## src/rtl/usb_in_pkg.sv

```systemverilog
// usb_in_pkg
//   Shared definitions for the USB IN-endpoint arbiter: FSM state encoding,
//   token endpoint-number width, default parameter values and a helper that
//   returns a safe counter/index width.
package usb_in_pkg;

  localparam int EP_W            = 4;     // width of the endpoint field in an IN token
  localparam int DEF_NUM_EP      = 3;
  localparam int DEF_ACK_TIMEOUT = 1024;

  typedef enum logic [1:0] {
    ST_IDLE     = 2'd0,
    ST_DATA     = 2'd1,
    ST_WAIT_ACK = 2'd2
  } state_e;

  // $clog2 returns 0 for n <= 1; never let a vector collapse to zero width.
  function automatic int cnt_width(input int n);
    return (n > 1) ? $clog2(n) : 1;
  endfunction

endpackage

```

## src/rtl/usb_in_ack_timer.sv

```systemverilog
// usb_in_ack_timer
//   Counts clock cycles spent waiting for the host handshake.
//   Ports:
//     clk, rst_n : clock, asynchronous active-low reset
//     clear      : force the count to zero (takes priority over enable)
//     enable     : count one per cycle, holding at the terminal value
//     expired    : high while enabled and the count sits at ACK_TIMEOUT-1
module usb_in_ack_timer
  import usb_in_pkg::*;
#(
  parameter int ACK_TIMEOUT = DEF_ACK_TIMEOUT
) (
  input  logic clk,
  input  logic rst_n,
  input  logic clear,
  input  logic enable,
  output logic expired
);

  localparam int            CW   = cnt_width(ACK_TIMEOUT);
  localparam logic [CW-1:0] TERM = CW'(ACK_TIMEOUT - 1);

  logic [CW-1:0] count_q, count_d;

  // The count parks at TERM instead of wrapping, so a missed expiry can
  // never turn into a second full timeout window.
  always_comb begin
    count_d = count_q;
    if (clear) begin
      count_d = '0;
    end else if (enable && (count_q != TERM)) begin
      count_d = count_q + 1'b1;
    end
  end

  assign expired = enable && !clear && (count_q == TERM);

  always_ff @(posedge clk or negedge rst_n) begin
    if (!rst_n) begin
      count_q <= '0;
    end else begin
      count_q <= count_d;
    end
  end

endmodule

```

## src/rtl/usb_in_arbiter.sv

```systemverilog
// usb_in_arbiter
//   Routes IN tokens from the USB packet engine to one of NUM_EP endpoint
//   sources (endpoints 1..NUM_EP), forwards the selected source's byte stream
//   to the engine and returns the host handshake / error to that source.
//   Ports:
//     Clk, nReset                  : clock, asynchronous active-low reset
//     Token_Valid/Token_Endpoint   : IN token pulse and its endpoint number
//     Error                        : engine error pulse (abandons the packet)
//     Eng_*  (out)                 : byte stream muxed from the selected source
//     Eng_WaitRequest, Eng_Ack     : engine back-pressure and host ACK
//     Eng_Nak, Eng_Stall           : registered one-cycle NAK / STALL requests
//     Src_* (in)                   : per-endpoint streams, bit/byte i = endpoint i+1
//     Src_WaitRequest/Ack/Error    : per-endpoint back-pressure and completion pulses
//     Drop_Count                   : saturating count of tokens seen while busy
module usb_in_arbiter
  import usb_in_pkg::*;
#(
  parameter int NUM_EP      = DEF_NUM_EP,
  parameter int ACK_TIMEOUT = DEF_ACK_TIMEOUT
) (
  input  logic                Clk,
  input  logic                nReset,
  input  logic                Token_Valid,
  input  logic [EP_W-1:0]     Token_Endpoint,
  input  logic                Error,
  output logic                Eng_Sequence,
  output logic                Eng_Ready,
  output logic                Eng_ZeroLength,
  output logic                Eng_Isochronous,
  output logic [7:0]          Eng_Data,
  input  logic                Eng_WaitRequest,
  input  logic                Eng_Ack,
  output logic                Eng_Nak,
  output logic                Eng_Stall,
  input  logic [NUM_EP-1:0]   Src_Sequence,
  input  logic [NUM_EP-1:0]   Src_Ready,
  input  logic [NUM_EP-1:0]   Src_ZeroLength,
  input  logic [NUM_EP-1:0]   Src_Isochronous,
  input  logic [8*NUM_EP-1:0] Src_Data,
  output logic [NUM_EP-1:0]   Src_WaitRequest,
  output logic [NUM_EP-1:0]   Src_Ack,
  output logic [NUM_EP-1:0]   Src_Error,
  output logic [7:0]          Drop_Count
);

  localparam int SEL_W = cnt_width(NUM_EP);

  // Reset asserts immediately but releases two clocks later, so no flop
  // leaves reset on a different edge than its neighbours.
  logic [1:0] rst_sync_q, rst_sync_d;
  logic       rst_n_int;

  assign rst_sync_d = {rst_sync_q[0], 1'b1};
  assign rst_n_int  = rst_sync_q[1];

  always_ff @(posedge Clk or negedge nReset) begin
    if (!nReset) begin
      rst_sync_q <= 2'b00;
    end else begin
      rst_sync_q <= rst_sync_d;
    end
  end

  state_e             state_q, state_d;
  logic [SEL_W-1:0]   sel_q, sel_d;
  logic               eng_nak_q, eng_nak_d;
  logic               eng_stall_q, eng_stall_d;
  logic [NUM_EP-1:0]  src_ack_q, src_ack_d;
  logic [NUM_EP-1:0]  src_error_q, src_error_d;
  logic [7:0]         drop_q, drop_d;

  logic               timer_clear, timer_enable, timer_expired;
  logic               tok_ep_valid;
  logic [SEL_W-1:0]   tok_idx;
  logic [NUM_EP-1:0]  sel_onehot;
  logic [7:0]         src_byte [NUM_EP];

  // Per-endpoint byte lanes, the one-hot form of Sel, and back-pressure:
  // only the selected source in DATA sees the engine's wait request.
  for (genvar gi = 0; gi < NUM_EP; gi++) begin : g_ep
    assign src_byte[gi]        = Src_Data[8*gi +: 8];
    assign sel_onehot[gi]      = (sel_q == SEL_W'(gi));
    assign Src_WaitRequest[gi] = !((state_q == ST_DATA) && sel_onehot[gi]) || Eng_WaitRequest;
  end

  // Endpoint 0 (control) and anything beyond NUM_EP are not IN sources here.
  assign tok_ep_valid = (Token_Endpoint != '0) && (32'(Token_Endpoint) <= NUM_EP);
  assign tok_idx      = SEL_W'(Token_Endpoint - EP_W'(1));
  assign timer_enable = (state_q == ST_WAIT_ACK);

  usb_in_ack_timer #(
    .ACK_TIMEOUT (ACK_TIMEOUT)
  ) u_ack_timer (
    .clk     (Clk),
    .rst_n   (rst_n_int),
    .clear   (timer_clear),
    .enable  (timer_enable),
    .expired (timer_expired)
  );

  always_comb begin
    state_d     = state_q;
    sel_d       = sel_q;
    timer_clear = 1'b0;
    eng_nak_d   = 1'b0;
    eng_stall_d = 1'b0;
    src_ack_d   = '0;
    src_error_d = '0;
    drop_d      = drop_q;

    // A token arriving on the very cycle we return to IDLE is still "busy"
    // because the decision uses the current state, so it is dropped too.
    if (Token_Valid && (state_q != ST_IDLE) && (drop_q != 8'hFF)) begin
      drop_d = drop_q + 8'd1;
    end

    case (state_q)
      ST_IDLE: begin
        if (Token_Valid) begin
          if (!tok_ep_valid) begin
            eng_stall_d = 1'b1;
          end else if (Src_Ready[tok_idx]) begin
            sel_d   = tok_idx;
            state_d = ST_DATA;
          end else begin
            eng_nak_d = 1'b1;
          end
        end
      end
      ST_DATA: begin
        if (Error) begin
          src_error_d = sel_onehot;
          state_d     = ST_IDLE;
        end else if (!Src_Ready[sel_q]) begin
          timer_clear = 1'b1;
          state_d     = ST_WAIT_ACK;
        end
      end
      ST_WAIT_ACK: begin
        // Error beats Ack; an Ack beats a timeout landing on the same cycle.
        if (Error) begin
          src_error_d = sel_onehot;
          state_d     = ST_IDLE;
        end else if (Eng_Ack) begin
          src_ack_d = sel_onehot;
          state_d   = ST_IDLE;
        end else if (timer_expired) begin
          src_error_d = sel_onehot;
          state_d     = ST_IDLE;
        end
      end
      default: begin
        state_d = ST_IDLE;
      end
    endcase
  end

  always_ff @(posedge Clk or negedge rst_n_int) begin
    if (!rst_n_int) begin
      state_q     <= ST_IDLE;
      sel_q       <= '0;
      eng_nak_q   <= 1'b0;
      eng_stall_q <= 1'b0;
      src_ack_q   <= '0;
      src_error_q <= '0;
      drop_q      <= '0;
    end else begin
      state_q     <= state_d;
      sel_q       <= sel_d;
      eng_nak_q   <= eng_nak_d;
      eng_stall_q <= eng_stall_d;
      src_ack_q   <= src_ack_d;
      src_error_q <= src_error_d;
      drop_q      <= drop_d;
    end
  end

  // Zero-latency forwarding of the selected source while a packet is open.
  always_comb begin
    Eng_Data        = '0;
    Eng_Ready       = 1'b0;
    Eng_Sequence    = 1'b0;
    Eng_ZeroLength  = 1'b0;
    Eng_Isochronous = 1'b0;
    if (state_q != ST_IDLE) begin
      Eng_Data        = src_byte[sel_q];
      Eng_Ready       = Src_Ready[sel_q];
      Eng_Sequence    = Src_Sequence[sel_q];
      Eng_ZeroLength  = Src_ZeroLength[sel_q];
      Eng_Isochronous = Src_Isochronous[sel_q];
    end
  end

  assign Eng_Nak    = eng_nak_q;
  assign Eng_Stall  = eng_stall_q;
  assign Src_Ack    = src_ack_q;
  assign Src_Error  = src_error_q;
  assign Drop_Count = drop_q;

endmodule

```

## config.mk

```make
export PLATFORM = sky130hd
export DESIGN_NAME = usb_in_arbiter
export DESIGN_NICKNAME = d
export VERILOG_FILES = /design/src/rtl/usb_in_pkg.sv /design/src/rtl/usb_in_ack_timer.sv /design/src/rtl/usb_in_arbiter.sv
export SDC_FILE = /design/constraint.sdc
export NUM_CORES = 1
export LEC_CHECK = 0
export ABC_CLOCK_PERIOD_IN_PS = 2090
export BUFFER_PORTS_ARGS = -buffer_cell sky130_fd_sc_hd__buf_2
export CORE_UTILIZATION = 49
export CTS_CLUSTER_SIZE = 8
export DETAILED_ROUTE_END_ITERATION = 16
export GPL_TIMING_DRIVEN = 1
export PLACE_DENSITY_LB_ADDON = 0.08
export SLEW_MARGIN = 20
export SYNTH_ARGS = -nofsm -noshare
export SYNTH_HDL_FRONTEND = slang
export SYNTH_SLANG_ARGS = --single-unit
```

## constraint.sdc

```tcl
create_clock -name Clk -period 2.09 [get_ports Clk]
set_clock_uncertainty 0.2 [all_clocks]
set_input_delay 0.209 -clock Clk [delete_from_list [all_inputs] [get_ports Clk]]
set_output_delay 0.209 -clock Clk [all_outputs]
set_load 0.005 [all_outputs]
```

# ---- After elaboration in Yosys (flattened, before gate mapping)
# Index checks and enable logic that the tools add are counted.
dict set report classes {
  add_sub_neg 3
  n_lt_le_gt_ge 4
  eq_ne 12
  mux 47
  n_bitwise 1
  reduce_logical 23
}
# op count
set op_table {}
lappend op_table {{$mux W8} 3}
lappend op_table {{$mux W3} 7}
lappend op_table {{$mux W10} 2}
lappend op_table {{$mux W1} 19}
lappend op_table {{$bmux W8 S2} 1}
lappend op_table {{$mux W2} 8}
lappend op_table {{$add A10 B1 Y10 const B} 1}
lappend op_table {{$bmux W1 S2} 5}
lappend op_table {{$eq A10 B10 Y1 const B} 1}
lappend op_table {{$ne A10 B10 Y1 const B} 1}
lappend op_table {{$logic_and A1 B1 Y1} 9}
lappend op_table {{$add A8 B1 Y8 const B} 1}
lappend op_table {{$ne A8 B8 Y1 const B} 1}
lappend op_table {{$lt A2 B3 Y1 const B} 2}
lappend op_table {{$ne A2 B2 Y1 const B} 3}
lappend op_table {{$pmux W2 S3} 1}
lappend op_table {{$pmux W3 S2} 1}
lappend op_table {{$reduce_and A5 Y1} 1}
lappend op_table {{$eq A2 B1 Y1 const B} 2}
lappend op_table {{$eq A2 B2 Y1 const B} 2}
lappend op_table {{$le A4 B2 Y1 const B} 1}
lappend op_table {{$logic_not A1 Y1} 4}
lappend op_table {{$logic_not A2 Y1} 2}
lappend op_table {{$ne A4 B4 Y1 const B} 1}
lappend op_table {{8 further kinds} 11}
dict set report word_totals {
  ff_bits 32
  inputBits 46
  output_inout_bits 31
  wordCells 99
}

# ---- Depth between registers and ports, before layout
dict set report logic_depth {
  ltp_word 12
  mapped_depth 6
  mapped_depth_nobuf 6
}

# ---- Cells and area by module
# Synthesis repeated with hierarchy kept, for this count alone.
dict set report unflattened {
  hier_cells 211
  hier_area_um2 1949.4
}
# module instances cells_per_inst area_each_um2 seq_area_each_um2
set by_module_without_submodules {}
lappend by_module_without_submodules {usb_in_arbiter 1 151 1358.8 550.5}
lappend by_module_without_submodules {usb_in_ack_timer 1 60 590.6 250.2}

# ---- Worst setup path after synthesis
# Ideal clock, no wire load.
dict set report synth_path {
  kind {reg2reg}
  from {register state_q[0]}
  to {register u_ack_timer.count_q[6]}
  setup_time_ns 0.131
  arrival_ns 1.416
  required_ns 1.759
  path_slack_ns 0.343
  stages_incl_launch_ff 7
  path_buffers 0
  period_less_slack_ns 1.747
  path_cell_list {dfrtp_1 inv_1 ha_1 nand4_1 a311oi_1 xnor2_1 nor2_1}
}
dict set report synth_via {
  elab_chain_len 3
  word_cells_on_any_way 6
  classes_between {eq/ne: 2; mux: 2; reduce/logical: 2}
}
# item line_no
set synth_lines {}
lappend synth_lines {{start, declared} usb_in_arbiter.sv:64} ;# state_e state_q, state_d;
lappend synth_lines {{start signal, assigned} usb_in_arbiter.sv:168} ;# state_q <= state_d;
lappend synth_lines {{$eq A2 B1 Y1 or $eq A2 B2 Y1 (tied branches)} {usb_in_arbiter.sv:117, usb_in_arbiter.sv:89}}
lappend synth_lines {{$mux W1 or $logic_and A1 B1 Y1 (tied branches)} {usb_in_arbiter.sv:117, usb_in_ack_timer.sv:31}}
lappend synth_lines {{$mux W10 or $reduce_bool A2 Y1 (tied branches)} --}
lappend synth_lines {{end signal, assigned} usb_in_ack_timer.sv:42} ;# count_q <= count_d;
lappend synth_lines {{end, declared} usb_in_ack_timer.sv:23} ;# logic [CW-1:0] count_q, count_d;
# Several ways; a longest one is shown, not always the timed one.
# A chain may end at the register's enable or synchronous reset.

# ---- Worst setup path after layout
dict set report layout_path {
  from {register sel_q[0]}
  to {output port Eng_Data[4]}
}
dict set report layout_via {
  elab_chain_len 5
}
# item line_no
set layout_lines {}
lappend layout_lines {{start, declared} usb_in_arbiter.sv:65} ;# logic [SEL_W-1:0] sel_q, sel_d;
lappend layout_lines {{start signal, assigned} usb_in_arbiter.sv:169} ;# sel_q <= sel_d;
lappend layout_lines {{$not A2 Y3 (implied by the code)} usb_in_arbiter.sv:186} ;# Eng_Data = src_byte[sel_q];
lappend layout_lines {{$bmux W8 S2} usb_in_arbiter.sv:186}
lappend layout_lines {{$mux W8 (implied by the code) (2 in series)} usb_in_arbiter.sv:186}
lappend layout_lines {{$mux W8} usb_in_arbiter.sv:185} ;# if (state_q != ST_IDLE) begin
lappend layout_lines {{end, declared} usb_in_arbiter.sv:30} ;# output logic [7:0] Eng_Data,
# Every way passes these cells. The select of a mux whose other input is x is not followed.

==> results.toml <==
[final_layout]
fin_nets = 348
drive_gt1_share_pct = 33.67
syn_to_final_growth_pct = 28.86
n_antenna_cell = 0
stdcell_area_um2 = 2525
nFillCells = 327

[synth]
yosys-top-cells-area = "dfrtp_1 (41%), mux2i_1 (7.7%), nor2_1 (7.3%)"
syn_nets = 264
ys_warn_count = 0
synth_ff_type = "dfrtp_1"
async_flop_share_pct = 100.0
synth_edf_count = 0
syn_area_um2 = 1959
yosysUniqueCellTypes = 46
synth-seq-area-share_pct = 40.87
synth_top_area_share_pct = 40.87
syn_inst = 212
synth.largest_area_cell = "dfrtp_1"
synth_area_per_cell_um2 = 9.242
ys_ff_latch = 32

[routing]
vias = 1809
wl_per_cell_um = 12.36
ant_nets = 0
dr.pass1.iters = 4
drc_errors = 0
vias_per_cell = 5.243
drtIter0Drc = 51
wirelength_mm = 4.264

[sta]
tns_ns = 0
fin_crit_ns = 1.921
rsz0062_at_grt = "yes"
hold_violations = 0
whs_ns = 0.02987
fmax_mhz = 520.6
finalSetupViolCount = 0
maxSlewViolCount = 0
setup_slack_ns = 0.1691
finalCritPeriodShare_pct = 91.91

[worst_hold_path]
hp-class = "primary input to asynchronous set/reset pin"

[critical_path]
criticalPathCategory = "flip-flop to output pin"
slowest_stage = "dfrtp_1"
crit_path_max_fanout = 10
crit_chain = "nor2b_1 -> buf_4 -> a21oi_1 -> nor2_1 -> buf_2"
cp-end-kind = "output pin"
cp_slowest_stage_delay_ns = 0.43
worstPathArrival_ns = 1.51
cp_num_buf_inv = 2
startpoint_type = "flip-flop"
cp.required_ns = 1.68
crit_family = "flip-flops"

[cts]
numCtsBuffers = 5
cts_max_level = 2
clkSinkCount = 32
postCtsSetupBuffers = 0
cts_buffer_depth = 2
insertion_delay_ns = 0.28
cts_tree = "done"
cts-root-buf = "clkbuf_8"
clkTransAtPathRegs_ns = 0.07

[run_status]
outcome = "finished clean"

[die]
io_pins = 77
die_w_um = 65.24
initial_core_util_pct = 52.34
die-area_um2 = 4256
fp.coreArea_um2 = 3744
rows = 22
die_h_um = 65.24

[power_and_ir_drop]
finalPower_mw = 2.679
vdd.ir_drop.worst_mv = 0.7257
cellLeakagePower_nw = 1.282
powerDensity_nw_per_um2 = 1061

[placement]
placed_cell_area_um2 = 2404
hpwl_mm = 3.202
dp_slack_ns = 0.1104
gp_congestion = 0.7553
io_buffers = 76

[job]
cap_violations = 0

[global_routing]
antenna_found_initial = 0
grt_max_degree = 31
grt_overflow = 0
grt_pass1_vias = 1654
grt_usage_pct = 21.66
grt_pass1_wl_mm = 7.231
[worst reg2reg max path, delay by kind of cell, from the launching register on]
family | cells | cell delay, ns
simple gates | 2 | 0.16
fa+ha+maj | 1 | 0.17
buf+inv | 3 | 0.88
flops | 1 | 0.44
[cell type report]
| type | count | area, um2 | area share, % |
|---|---|---|---|
| clock buffer | 5 | 68.82 | 2.725 |
| clock inverter | 3 | 18.77 | 0.7433 |
| inverter | 8 | 30.03 | 1.189 |
| multi-input combinational | 165 | 1095 | 43.36 |
| sequential | 32 | 800.8 | 31.71 |
| tap | 48 | 60.06 | 2.379 |
| timing repair buffer | 84 | 451.7 | 17.89 |
[logic make-up (layout without fill, tap and decap cells)]
logic type,after synthesis,after routing,synth area share [%]
other,1,1,0.1914
AOI/OAI and AO/OA,41,41,14.94
muxes,17,17,8.812
and+or+nand+nor,88,88,22.73
buffers and inverters,15,100,3.257
DFF,32,32,40.87
adders and majority gates,6,6,3.831
xor gates and xnor gates,12,12,5.364
[synthesized netlist by cell type (3+ instances only)]
cell      count
nor2_1       38
dfrtp_1      32
a21oi_1      15
mux2i_1      15
nand2_1      12
inv_1         8
nand3_1       8
xor2_1        8
ha_1          6
o21ai_0       6
nor3_1        5
nor2b_1       4
o211ai_1      4
or3_1         4
xnor2_1       4
buf_2         3
[per-layer routing]
layer | part of all wire, % | GRT usage [%] | routed length (um) | vias up
li1 | - | - | - | 912
met1 | 46 | 27.27 | 1946 | 837
met2 | 48 | 36.73 | 2064 | 54
met3 | 4.9 | 4.861 | 210 | 6
met4 | 0.98 | 6.522 | 42 | 0
met5 | 0 | 0 | 0 | -
[state kept, by name, summed over array words and instances (netlist names)]
name	cells
Src_Ack	3
u_ack_timer.count_q	10
Eng_Stall	1
Drop_Count	8
state_q	2
Eng_Nak	1
sel_q	2
rst_sync_q	2
Src_Error	3
[report_power, final]
part | internal [mW] | leakage [nW] | total [mW] | switching, mW
Sequential | 0.778 | 0.422 | 0.974 | 0.196
Clock | 0.232 | 0.0479 | 0.468 | 0.237
Combinational | 0.561 | 0.811 | 1.24 | 0.675
[cell usage in the layout (no fill, tap or decap), drive strengths merged, types with 5 or more instances in the layout]
| cell type | netlist | routed |
|---|---|---|
| nand3 | 8 | 8 |
| a21oi | 15 | 15 |
| nor2 | 39 | 39 |
| inv | 8 | 8 |
| clkbuf | 1 | 5 |
| dfrtp | 32 | 32 |
| nand2 | 12 | 12 |
| o21ai | 7 | 7 |
| xor2 | 8 | 8 |
| nor3 | 6 | 6 |
| buf | 6 | 81 |
| mux2i | 15 | 15 |
| ha | 6 | 6 |
[what timing repair did]
| action | CTS | global route |
|---|---|---|
| endpoints found under the hold margin | 3 | 0 |
| resized for setup | 0 | 1 |
| hold buffers | 3 | 0 |
| endpoints found under the setup margin | 0 | 4 |
[path summary, 6_finish.rpt]
kind	slack [ns]	startpoint	end	cells past startpoint
setup / recovery	0.17	sel_q[0]	Eng_Data[4]	5
hold / removal	0.03	nReset	rst_sync_q[0]	2
setup reg to reg	0.18	state_q[1]	Eng_Stall	6
hold reg to reg	0.04	rst_sync_q[1]	u_ack_timer.count_q[9]	1
max in group asynchronous	1.37	rst_sync_q[1]	Src_Ack[2]	1
min in group Clk	0.08	Eng_Ack	Src_Ack[1]	3
[stage by stage]
step | cells | utilization, %
detailed placement | 334 | 64.20
floorplan | 212 | -
global placement | 334 | 64.20
CTS | 345 | 67.35
finish | 345 | 67.45
global route | 345 | 67.45
Note: power is estimated with default switching activity, not from simulation.
